$ cat src/rtl/uart_pkg.sv
// uart_pkg
//   Shared definitions for the UART blocks: parity mode codes, transmitter
//   FSM state encoding and a helper that turns a clock/baud pair into a
//   CLKS_PER_BIT value.
//   No ports (package).
package uart_pkg;

  localparam int PARITY_NONE = 0;
  localparam int PARITY_EVEN = 1;
  localparam int PARITY_ODD  = 2;

  typedef enum logic [2:0] {
    S_IDLE,
    S_START,
    S_DATA,
    S_PARITY,
    S_STOP
  } tx_state_e;

  // Rounded clock-cycles-per-bit for a given system clock and baud rate,
  // e.g. baud_divider(100_000_000, 115_200) = 868.
  function automatic int baud_divider(input int clk_hz, input int baud);
    return (clk_hz + baud / 2) / baud;
  endfunction

endpackage

$ cat src/rtl/uart_sync_fifo.sv
// uart_sync_fifo
//   Single-clock FIFO with show-ahead read data, shared by the UART TX and RX.
//   Ports:
//     clk, reset_p      clock, asynchronous active-low reset (empties FIFO)
//     push, push_data   write request and word; ignored while full
//     pop, pop_data     read request; pop_data always shows the oldest word
//     full, empty       status flags derived from count
//     count             number of stored words, 0..DEPTH
module uart_sync_fifo #(
  parameter int WIDTH = 8,
  parameter int DEPTH = 16
) (
  input  logic                     clk,
  input  logic                     reset_p,
  input  logic                     push,
  input  logic [WIDTH-1:0]         push_data,
  input  logic                     pop,
  output logic [WIDTH-1:0]         pop_data,
  output logic                     full,
  output logic                     empty,
  output logic [$clog2(DEPTH):0]   count
);

  localparam int AW = $clog2(DEPTH);

  logic [WIDTH-1:0] mem [DEPTH];
  logic [AW-1:0]    wr_ptr;
  logic [AW-1:0]    rd_ptr;
  logic             do_push;
  logic             do_pop;

  assign do_push  = push && !full;
  assign do_pop   = pop && !empty;
  assign full     = (count == (AW + 1)'(DEPTH));
  assign empty    = (count == '0);
  assign pop_data = mem[rd_ptr];

  // Storage array; no reset needed since count guards every read.
  always_ff @(posedge clk) begin
    if (do_push) mem[wr_ptr] <= push_data;
  end

  // Pointers wrap naturally because DEPTH is a power of two; a simultaneous
  // push and pop leaves the count unchanged.
  always_ff @(posedge clk or negedge reset_p) begin
    if (!reset_p) begin
      wr_ptr <= '0;
      rd_ptr <= '0;
      count  <= '0;
    end else begin
      if (do_push) wr_ptr <= wr_ptr + 1'b1;
      if (do_pop)  rd_ptr <= rd_ptr + 1'b1;
      case ({do_push, do_pop})
        2'b10:   count <= count + 1'b1;
        2'b01:   count <= count - 1'b1;
        default: ;
      endcase
    end
  end

endmodule

$ cat src/rtl/uart_tx_fifo_param.sv
// uart_tx_fifo_param
//   Parametrised UART transmitter with an input FIFO so queued words leave
//   back-to-back. Frame: start(0), DATA_BITS LSB first, optional parity,
//   STOP_BITS stop bits (1), each bit CLKS_PER_BIT clocks long.
//   Ports:
//     clk, reset_p  clock, asynchronous active-low reset (aborts any frame)
//     data_i, valid word to send; written when valid && ready at a rising edge
//     ready         FIFO can accept a word
//     tx            registered serial line, idle high
//     busy          frame in flight or FIFO not empty
//     frame_done    one-cycle pulse after the final stop-bit clock
module uart_tx_fifo_param
  import uart_pkg::*;
#(
  parameter int DATA_BITS    = 8,
  parameter int CLKS_PER_BIT = 868,
  parameter int PARITY       = 0,
  parameter int STOP_BITS    = 1,
  parameter int FIFO_DEPTH   = 16
) (
  input  logic                 clk,
  input  logic                 reset_p,
  input  logic [DATA_BITS-1:0] data_i,
  input  logic                 valid,
  output logic                 ready,
  output logic                 tx,
  output logic                 busy,
  output logic                 frame_done
);

  localparam int BAUD_W = $clog2(CLKS_PER_BIT);
  localparam int BIT_W  = $clog2(DATA_BITS);
  localparam int CNT_W  = $clog2(FIFO_DEPTH) + 1;

  localparam logic [BAUD_W-1:0] BAUD_LAST = BAUD_W'(CLKS_PER_BIT - 1);
  localparam logic [BIT_W-1:0]  DATA_LAST = BIT_W'(DATA_BITS - 1);
  localparam logic [BIT_W-1:0]  STOP_LAST = BIT_W'(STOP_BITS - 1);

  tx_state_e            state;
  logic [BAUD_W-1:0]    baud_cnt;
  logic [BIT_W-1:0]     bit_cnt;
  logic [DATA_BITS-1:0] shift_reg;
  logic                 parity_bit;

  logic                 fifo_push;
  logic                 fifo_pop;
  logic                 fifo_full;
  logic                 fifo_empty;
  logic [DATA_BITS-1:0] fifo_data;
  logic [CNT_W-1:0]     fifo_count;

  logic                 bit_end;
  logic                 frame_end;

  function automatic logic calc_parity(input logic [DATA_BITS-1:0] w);
    return (PARITY == PARITY_ODD) ? ~^w : ^w;
  endfunction

  assign ready     = (fifo_count != CNT_W'(FIFO_DEPTH));
  assign fifo_push = valid && !fifo_full;
  assign busy      = (state != S_IDLE) || !fifo_empty;
  assign bit_end   = (baud_cnt == BAUD_LAST);
  assign frame_end = (state == S_STOP) && bit_end && (bit_cnt == STOP_LAST);
  // Pop from IDLE, or on the last stop clock so the next start bit follows
  // with no idle gap.
  assign fifo_pop  = !fifo_empty && ((state == S_IDLE) || frame_end);

  uart_sync_fifo #(
    .WIDTH (DATA_BITS),
    .DEPTH (FIFO_DEPTH)
  ) u_fifo (
    .clk       (clk),
    .reset_p   (reset_p),
    .push      (fifo_push),
    .push_data (data_i),
    .pop       (fifo_pop),
    .pop_data  (fifo_data),
    .full      (fifo_full),
    .empty     (fifo_empty),
    .count     (fifo_count)
  );

  // Transmit FSM. The baud counter runs in every bit state and clears on each
  // bit boundary; bit_cnt indexes data bits and is then reused for stop bits.
  // The data word is consumed from the shift register LSB first.
  always_ff @(posedge clk or negedge reset_p) begin
    if (!reset_p) begin
      state      <= S_IDLE;
      baud_cnt   <= '0;
      bit_cnt    <= '0;
      shift_reg  <= '0;
      parity_bit <= 1'b0;
      tx         <= 1'b1;
      frame_done <= 1'b0;
    end else begin
      frame_done <= 1'b0;
      if (state != S_IDLE) baud_cnt <= bit_end ? '0 : baud_cnt + 1'b1;

      case (state)
        S_IDLE: begin
          if (fifo_pop) begin
            shift_reg  <= fifo_data;
            parity_bit <= calc_parity(fifo_data);
            tx         <= 1'b0;
            state      <= S_START;
          end
        end
        S_START: begin
          if (bit_end) begin
            tx        <= shift_reg[0];
            shift_reg <= shift_reg >> 1;
            state     <= S_DATA;
          end
        end
        S_DATA: begin
          if (bit_end) begin
            if (bit_cnt == DATA_LAST) begin
              bit_cnt <= '0;
              if (PARITY != PARITY_NONE) begin
                tx    <= parity_bit;
                state <= S_PARITY;
              end else begin
                tx    <= 1'b1;
                state <= S_STOP;
              end
            end else begin
              bit_cnt   <= bit_cnt + 1'b1;
              tx        <= shift_reg[0];
              shift_reg <= shift_reg >> 1;
            end
          end
        end
        S_PARITY: begin
          if (bit_end) begin
            tx    <= 1'b1;
            state <= S_STOP;
          end
        end
        S_STOP: begin
          if (bit_end) begin
            if (bit_cnt == STOP_LAST) begin
              bit_cnt    <= '0;
              frame_done <= 1'b1;
              if (fifo_pop) begin
                shift_reg  <= fifo_data;
                parity_bit <= calc_parity(fifo_data);
                tx         <= 1'b0;
                state      <= S_START;
              end else begin
                state <= S_IDLE;
              end
            end else begin
              bit_cnt <= bit_cnt + 1'b1;
            end
          end
        end
        default: state <= S_IDLE;
      endcase
    end
  end

endmodule

$ cat config.mk
export PLATFORM = sky130hd
export DESIGN_NAME = uart_tx_fifo_param
export DESIGN_NICKNAME = d
export VERILOG_FILES = /design/src/rtl/uart_pkg.sv /design/src/rtl/uart_sync_fifo.sv /design/src/rtl/uart_tx_fifo_param.sv
export SDC_FILE = /design/constraint.sdc
export NUM_CORES = 1
export LEC_CHECK = 0
export ABC_AREA = 1
export BUFFER_PORTS_ARGS = -buffer_cell sky130_fd_sc_hd__buf_2
export CORE_ASPECT_RATIO = 1.5
export CORE_MARGIN = 5
export CORE_UTILIZATION = 58
export DETAILED_ROUTE_END_ITERATION = 6
export PLACE_DENSITY = 0.75
export SLEW_MARGIN = 20
export SYNTH_ARGS = -nofsm -noshare
export SYNTH_HDL_FRONTEND = slang
export SYNTH_HIERARCHICAL = 1
export SYNTH_SLANG_ARGS = --single-unit
$ cat constraint.sdc
create_clock -name clk -period 3.6 [get_ports clk]
set_input_delay 0.18 -clock clk [delete_from_list [all_inputs] [get_ports clk]]
set_output_delay 0.18 -clock clk [all_outputs]
set_load 0.01 [all_outputs]
==> flow_metrics.py, run 1 <==
metrics = {
    "power": {
        "p_seq_share_pct": 51.4,
        "p_per_area_mw_per_mm2": 530,
        "sw_frac_of_total_pct": 26.1,
        "p_switching_w": 0.00119,
        "combPwrFrac_pct": 10.4,
        "power_w": 0.00456,
        "leakage_nw": 3.91,
        "vdd_drop_max_mv": 0.432,
        "p_int_w": 0.00337,
        "p_clk_share_pct": 38.1,
    },
    "status": {
        "status": "finished clean",
    },
    "floorplanning": {
        "fp.dieH_um": 153,
        "die_area_sq_mm": 0.0161,
        "die_x_um": 105,
        "row_count": 52,
        "start_util_pct": 58.8,
        "core-area_sq_mm": 0.0134,
        "boundaryPins": 15,
    },
    "sta": {
        "setup_tns_ps": 0,
        "fin_crit_ps": 2840,
        "fmax_mhz": 352,
        "rsz0062_at_grt": "no",
        "tightest_slew_ps": 940,
        "relSlewSlack_pct": 37.3,
        "min_period_over_period_pct": 78.8,
        "finalSetupViolCount": 0,
        "finClkSkew_ps": 8.43,
        "hold_viol_final": 0,
        "fin_ws_ps": 761,
        "drv_slew": 0,
    },
    "global_route": {
        "grt_usage_pct": 21.1,
        "grt_pass1_wl_um": 26700,
        "first_global_vias": 5544,
        "antenna_found_initial": 0,
        "grt_overflow": 0,
        "grt_max_degree": 82,
    },
    "synthesis": {
        "synthArstFlopShare_pct": 23.4,
        "syn_nets": 872,
        "yosysMostFrequentCell": "nand2_1",
        "synth_top_area_share_pct": 48.8,
        "synth_area_per_cell_sq_um": 9.30,
        "yosys-top-cells-count": "nand2_1 (321), edfxtp_1 (128), inv_1 (95)",
        "synth_cell_types": 34,
        "ys_seq_area_share_pct": 61.2,
        "syn_inst": 847,
        "synthTopCellsByArea": "edfxtp_1 (49%), nand2_1 (15%), dfrtp_1 (12%)",
        "ys.flop_type": "edfxtp_1",
        "syn_area_sq_mm": 0.00788,
        "synth_seq_cells": 167,
        "synth_top_area_cell": "edfxtp_1",
        "synth_edf_count": 128,
        "yosysWarningCount": 6,
    },
    "layout": {
        "seqCellArea_sq_mm": 0.00482,
        "drive_gt1_share_pct": 9.29,
        "area_growth_pct": 9.24,
        "largest_reg_flops": 128,
        "utilization_pct": 64.2,
        "fillers": 1070,
        "antenna_cells": 0,
        "multi_input_area_sq_mm": 0.00254,
        "fin_nets": 884,
        "design_area_sq_mm": 0.00861,
    },
    "placement": {
        "gp_congestion": 0.870,
        "placed_area_sq_mm": 0.00803,
        "hpwl_um": 10900,
        "io_buffers": 14,
        "dp_slack_ps": 772,
    },
    "clock_tree": {
        "postCtsSetupRepairBufs": 0,
        "clock-sinks": 167,
        "cts-root-buf": "clkbuf_16",
        "htreeDepth": 4,
        "cts_max_path_buffers": 2,
        "numCtsBuffers": 17,
        "path_clk_slew_ps": 70,
        "worstSkewPairLatency_ps": 420,
        "cts_tree": "done",
    },
    "flow_run": {
        "drv_cap": 0,
    },
    "drt": {
        "drt_iter0_markers": 418,
        "dr.pass1.iters": 5,
        "ant_nets": 0,
        "viasPerCell": 5.40,
        "wl_per_cell_um": 15.9,
        "num_vias": 5579,
        "route.detailed.drc": 0,
        "wl_um": 16400,
    },
    "worst_setup_path": {
        "critPathLaunchType": "flip-flop",
        "path_max_fanout": 11,
        "cp-end-kind": "flip-flop",
        "critPathKind": "flip-flop to flip-flop",
        "cp.required_ps": 3920,
        "crit_arrival_ps": 3150,
    },
    "hold_path": {
        "hp-class": "primary input to flip-flop",
    },
}
## metrics by stage
step,hold slack (ps),cells
global placement,354,1001
detailed placement,374,1001
CTS,163,1034
finish,166,1034
global route,169,1034
floorplan,-116,847
## cells in the final DEF (no fill, tap or decap), types with 5 or more instances in the layout
cell type / instances
nand4_1: 6
nor2_1: 81
buf_2: 14
nor2_2: 6
edfxtp_1: 128
clkbuf_16: 17
nand2_2: 5
ha_1: 13
xor2_1: 7
o21ai_0: 12
dfrtp_1: 37
nand3_1: 72
nand2_1: 321
nor3_1: 7
inv_1: 95
inv_2: 7
## cell type report
type                       count  area share, %
sequential                   167           56.0
clock inverter                14           1.64
tap                          162           2.35
inverter                     103           4.52
multi-input combinational    554           29.5
timing repair buffer          16           1.02
clock buffer                  18           4.98
## logic make-up (layout without fill, tap and decap cells)
| group | Yosys count | after routing | synth area share (%) |
|---|---|---|---|
| AO/OA/AOI/OAI | 16 | 16 | 1.06 |
| XOR/XNOR | 10 | 10 | 1.11 |
| buffers and inverters | 126 | 151 | 6.64 |
| flip-flops | 167 | 167 | 61.2 |
| AND/OR/NAND/NOR | 514 | 514 | 27.7 |
| adder cells (fa/ha/maj) | 14 | 14 | 2.32 |
## power groups by stage
stage,logic (W),registers [W],clock network [W]
after detailed placement,0.000471,0.00238,0
after global routing,0.000539,0.00236,0.00186
after global placement,0.000448,0.00237,0
after floorplan,0.000326,0.00236,0
final,0.000476,0.00235,0.00174
after CTS,0.000479,0.00235,0.00176
## worst paths after layout
kind | from | endpoint | slack [ps] | cells after the start
max | state[0] | u_fifo/count[4] | 760 | 20
min | data_i[0] | u_fifo/mem[0][0] | 170 | 1
max reg2reg | state[0] | u_fifo/count[4] | 760 | 20
min reg2reg | tx | tx | 460 | 2
max in group asynchronous | reset_p | u_fifo/rd_ptr[0] | 2510 | 2
min in group asynchronous | reset_p | frame_done | 430 | 2
## critical path, cell delays in order, from the launching register on
cell and delay (ps):
dfrtp_1 430, inv_2 120, nand2_1 90, nor2_2 210, inv_2 150, nand2_1 110
nand2_2 90, inv_1 60, nand2_1 140, inv_1 140, ha_1 260, inv_1 100
fa_1 410, inv_1 70, nand2_1 50, nand2_1 70, nand2_1 50, nand2_1 50
nand2_1 40, nand2_1 50, nand2_1 50
## per-layer routing
| metal | share of wire [%] | routed length, um | vias to the layer above | track usage (%) |
|---|---|---|---|---|
| met3 | 4.4 | 728 | 36 | 3.65 |
| met1 | 38 | 6240 | 2655 | 24.3 |
| met4 | 3.0 | 500 | 0 | 8.71 |
| li1 | - | - | 2723 | - |
| met5 | 0 | 0 | - | 0 |
| met2 | 55 | 8960 | 165 | 38.0 |
## repair_timing
action                                 CTS  global route
endpoints found under the hold margin   38             0
gates resized for setup                  0             0
hold buffers                             1             0
(Power assumes the default switching activity.)
==> run 2, diff against run 1 <==
==> constraint.sdc (replaced) <==
create_clock -name clk -period 3 [get_ports clk]
set_input_delay 0.15 -clock clk [delete_from_list [all_inputs] [get_ports clk]]
set_output_delay 0.15 -clock clk [all_outputs]
set_load 0.01 [all_outputs]
==> run 2 against run 1 <==
  * Clock-buffer cell count decreased by 1
  * Sequential power grew 20%
  * Critical path type unchanged
  * Die area is the same
  * Critical endpoint unchanged
  * Clock power rose by 18%
  * Highest routed layer unchanged
  * Hold slack lost 37 ps
  * Wire length decreased by 1.7%
  * Fmax rose by 4.4%
  * Register-to-register slack got worse by 480 ps
  * Utilization rose by 0.20 points
==> flow_metrics.py, run 2 (same netlist as run 1, synthesis figures left out) <==
metrics = {
    "status": {
        "status": "finished clean",
    },
    "layout": {
        "fin_nets": 888,
        "largest_reg_flops": 128,
        "final_cells": 1038,
        "multi_input_area_sq_mm": 0.00254,
        "antenna_cells": 0,
        "drive_gt1_share_pct": 9.93,
        "fillers": 1067,
        "seqCellArea_sq_mm": 0.00482,
        "area_growth_pct": 9.57,
        "layout_common_cells": "nand2_1 (321), edfxtp_1 (128), inv_1 (95), nor2_1 (81), nand3_1 (72)",
        "layout.cells.most_common": "nand2_1",
    },
    "sta": {
        "fmax_mhz": 368,
        "hold_viol_final": 0,
        "whs_ps": 130,
        "fin_crit_ps": 2720,
        "drv_slew": 0,
        "finClkSkew_ps": 6.66,
        "finalSetupViolCount": 0,
        "rsz0062_at_grt": "no",
        "relSlewSlack_pct": 40.0,
        "min_period_over_period_pct": 90.6,
        "setup_tns_ps": 0,
        "tightest_slew_ps": 900,
    },
    "clock_tree": {
        "clock-sinks": 167,
        "postCtsSetupRepairBufs": 0,
        "path_clk_slew_ps": 70,
        "cts-root-buf": "clkbuf_16",
        "worstSkewPairLatency_ps": 420,
        "cts_tree": "done",
        "htreeDepth": 4,
        "cts_max_path_buffers": 2,
        "numCtsBuffers": 17,
    },
    "floorplanning": {
        "row_count": 52,
        "start_util_pct": 58.8,
        "fp.dieH_um": 153,
        "boundaryPins": 15,
        "core-area_sq_mm": 0.0134,
        "die_x_um": 105,
        "die_area_sq_mm": 0.0161,
    },
    "power": {
        "leakage_nw": 3.93,
        "p_per_area_mw_per_mm2": 631,
        "vdd_drop_max_mv": 0.519,
    },
    "global_route": {
        "first_global_vias": 5438,
        "grt_max_degree": 82,
        "grt_usage_pct": 20.5,
        "grt_overflow": 0,
        "grt_pass1_wl_um": 26100,
        "antenna_found_initial": 0,
    },
    "placement": {
        "place_inst": 1005,
        "io_buffers": 14,
        "gp_congestion": 0.875,
        "hpwl_um": 10800,
    },
    "worst_setup_path": {
        "crit_arrival_ps": 3040,
        "critPathKind": "flip-flop to flip-flop",
        "cp.required_ps": 3320,
        "cp-end-kind": "flip-flop",
        "path_max_fanout": 6,
        "critPathLaunchType": "flip-flop",
    },
    "drt": {
        "wl_um": 16100,
        "dr.pass1.iters": 5,
        "ant_nets": 0,
        "drt_iter0_markers": 403,
        "viasPerCell": 5.34,
        "wl_per_cell_um": 15.6,
        "num_vias": 5541,
        "route.detailed.drc": 0,
    },
    "hold_path": {
        "hp-class": "primary input to flip-flop",
    },
    "flow_run": {
        "drv_cap": 0,
    },
}
==> run 2: changes by cell type in the layout (fill, tap and decap cells not counted), sizes merged <==
cell and delta:
inv +5, buf +4, clkinv -3, bufinv -1, clkbuf -1
==> run 2: through the flow <==
stage / cell area, sq um / power, W / worst slack (ps) / utilization (%)
final: 8640 / 0.00545 / 281 / 64.4
after CTS: 8630 / 0.00548 / 205 / 64.4
after global routing: 8640 / 0.00569 / 18.7 / 64.4
after detailed placement: 8060 / 0.00343 / 214 / 60.1
after global placement: 8060 / 0.00339 / 307 / 60.1
after floorplan: 7880 / 0.00322 / 596 / -
==> run 2: worst paths after layout <==
kind | end | cells past startpoint | start | slack (ps)
max in group asynchronous | u_fifo/rd_ptr[0] | 2 | reset_p | 1980
setup / recovery | u_fifo/count[4] | 21 | bit_cnt[0] | 280
setup reg to reg | u_fifo/count[4] | 21 | bit_cnt[0] | 280
min in group asynchronous | frame_done | 2 | reset_p | 390
hold / removal | u_fifo/mem[0][0] | 1 | data_i[0] | 130
hold reg to reg | tx | 2 | tx | 460
==> run 2: final cells by class <==
cell class | count | area share (%)
Timing Repair Buffer | 20 | 1.36
Multi-Input combinational cell | 554 | 29.5
Sequential cell | 167 | 55.8
Inverter | 103 | 4.51
Clock buffer | 17 | 4.93
Clock inverter | 15 | 1.55
Tap cell | 162 | 2.35
==> run 2: what timing repair did <==
action	CTS	global route
gates resized for setup	0	2
endpoints found under the hold margin	38	0
setup endpoints to repair	0	1
hold buffers	1	0
==> run 2: worst max-delay path, cell delays in order (launching register included) <==
cell	delay [ps]
dfrtp_1	390
inv_1	90
ha_1	150
nand2_1	80
nor2_2	160
nand3_1	90
nand2_1	70
nand2_2	90
inv_1	60
nand2_1	140
inv_1	140
ha_2	230
inv_1	80
fa_1	390
inv_1	70
nand2_1	50
nand2_1	70
nand2_1	50
nand2_1	50
nand2_1	40
nand2_1	50
nand2_1	40
==> run 2: routing by layer <==
| layer | global-route usage [%] | up-vias | share of wire [%] |
|---|---|---|---|
| li1 | - | 2731 | - |
| met1 | 23.2 | 2639 | 39 |
| met2 | 37.3 | 129 | 55 |
| met3 | 3.77 | 42 | 3.3 |
| met4 | 8.78 | 0 | 3.3 |
| met5 | 0 | - | 0 |
==> run 2: where the power goes <==
group          internal [W]  total, W  switching, W  leakage (nW)
clock               0.00110   0.00206      0.000960         0.275
combinational      0.000169  0.000577      0.000409          2.01
sequential          0.00271   0.00281      0.000100          1.64
total               0.00398   0.00545       0.00147          3.93
==> run 3, diff against run 2 <==
--- a/config.mk
+++ b/config.mk
@@ -7,7 +7,7 @@
 export LEC_CHECK = 0
 export ABC_AREA = 1
 export BUFFER_PORTS_ARGS = -buffer_cell sky130_fd_sc_hd__buf_2
-export CORE_ASPECT_RATIO = 1.5
+export CORE_ASPECT_RATIO = 1.25
 export CORE_MARGIN = 5
 export CORE_UTILIZATION = 58
 export DETAILED_ROUTE_END_ITERATION = 6
==> run 3 against run 2 <==
  * Cell count increased by 0.77%
  * Utilization increased by 1.1 points
  * Non-clock buffer count increased by 1
  * Highest routed layer unchanged
  * Register-to-register slack improved by 50 ps
  * Combinational power about the same
==> flow_metrics.py, run 3 (same netlist as run 1, synthesis figures left out) <==
metrics = {
    "floorplanning": {
        "die_area_sq_mm": 0.0160,
        "die_x_um": 114,
        "fp.dieH_um": 140,
        "row_count": 47,
        "start_util_pct": 59.3,
        "core-area_sq_mm": 0.0133,
        "boundaryPins": 15,
    },
    "sta": {
        "tightest_slew_ps": 905,
        "fin_crit_ps": 2670,
        "finClkSkew_ps": 9.03,
        "finalSetupViolCount": 0,
        "relSlewSlack_pct": 39.7,
        "fmax_mhz": 375,
        "hold_viol_final": 0,
        "min_period_over_period_pct": 88.9,
        "whs_ps": 145,
        "rsz0062_at_grt": "no",
        "setup_tns_ps": 0,
        "drv_slew": 0,
    },
    "worst_setup_path": {
        "cp.required_ps": 3310,
        "cpMostUsedCell": "nand2_1",
        "path_max_fanout": 6,
        "cp_slowest_cell": "fa_1",
        "path_buf_inv": 4,
        "critPathLaunchType": "flip-flop",
        "cp_cell_sequence": "ha_2, nand3_1, nor2_1, nand3_1, nand2_1, nand2_2, inv_1, nand2_2, inv_2, ha_2, inv_1, fa_1, inv_1, nand2_1, nand2_1, nand2_1, nand2_1, nand2_1, nand2_1, nand2_1",
        "critPathKind": "flip-flop to flip-flop",
        "crit_arrival_ps": 2980,
        "cp-end-kind": "flip-flop",
        "crit_family": "simple AND/OR/NAND/NOR gates",
        "cpPeakStageDelay_ps": 410,
    },
    "flow_run": {
        "drv_cap": 0,
    },
    "global_route": {
        "grt_usage_pct": 21.9,
        "grt_overflow": 0,
        "grt_max_degree": 82,
        "first_global_vias": 5626,
        "grt_pass1_wl_um": 27000,
        "antenna_found_initial": 0,
    },
    "power": {
        "p_per_area_mw_per_mm2": 646,
        "vdd_drop_max_mv": 0.546,
        "leakage_nw": 3.95,
        "power_w": 0.00563,
    },
    "clock_tree": {
        "worstSkewPairLatency_ps": 420,
        "numCtsBuffers": 17,
        "cts_tree": "done",
        "clock-sinks": 167,
        "cts_max_path_buffers": 2,
        "path_clk_slew_ps": 60,
        "htreeDepth": 4,
        "cts-root-buf": "clkbuf_16",
    },
    "placement": {
        "hpwl_um": 10700,
        "gp_congestion": 0.932,
        "placed_area_sq_mm": 0.00807,
        "io_buffers": 14,
    },
    "drt": {
        "num_vias": 5676,
        "viasPerCell": 5.43,
        "wl_per_cell_um": 15.7,
        "dr.pass1.iters": 5,
        "ant_nets": 0,
        "route.detailed.drc": 0,
        "wl_um": 16500,
        "drt_iter0_markers": 531,
    },
    "status": {
        "status": "finished clean",
    },
    "layout": {
        "fin_nets": 889,
        "design_area_sq_mm": 0.00871,
        "largest_reg_flops": 128,
        "antenna_cells": 0,
        "area_growth_pct": 10.5,
        "layout.cells.most_common": "nand2_1",
        "layout_common_cells": "nand2_1 (320), edfxtp_1 (128), inv_1 (94), nor2_1 (81), nand3_1 (72)",
        "utilization_pct": 65.5,
        "drive_gt1_share_pct": 9.94,
    },
    "hold_path": {
        "hp-class": "primary input to flip-flop",
    },
}
==> run 3: area by class of cell <==
class	count	area [sq um]
Sequential cell	167	4820
Fill cell	1057	4580
Multi-Input combinational cell	554	2550
Clock buffer	18	429
Inverter	103	389
Tap cell	171	214
Clock inverter	12	180
Timing Repair Buffer	21	125
==> run 3: metal layers <==
metal  global-route usage [%]  part of all wire, %  up-vias
met2                     37.3                   52      177
met1                     25.9                   40     2707
met3                     4.70                  4.8       50
met4                     11.4                  3.4        0
met5                        0                    0        -
li1                         -                    -     2742
==> run 3: path summary, 6_finish.rpt <==
path                             startpoint          endpoint  slack (ps)  cells past startpoint
max in group asynchronous           reset_p  u_fifo/rd_ptr[0]        1970                      2
worst min-delay path              data_i[2]  u_fifo/mem[4][2]         150                      1
min in group asynchronous           reset_p       baud_cnt[7]         380                      2
worst min register to register           tx                tx         460                      2
worst max register to register  baud_cnt[1]   u_fifo/count[4]         330                     20
worst max-delay path            baud_cnt[1]   u_fifo/count[4]         330                     20
==> run 3: per-stage QoR <==
step,instances,worst slack [ps]
2_1_floorplan,847,596
3_3_place_gp,1014,266
3_5_place_dp,1014,152
4_1_cts,1045,143
5_1_grt,1046,41.9
6_report,1046,332
==> run 3: timing repair <==
item	CTS	global route
endpoints found under the setup margin	0	1
endpoints found under the hold margin	38	0
gates resized for setup	0	5
hold buffers	1	0
setup buffers	0	1
==> run 3: where the power goes <==
group	switching (W)	internal [W]
logic	0.000407	0.000171
registers	0.0000992	0.00271
clock network	0.000855	0.00138
total	0.00136	0.00427
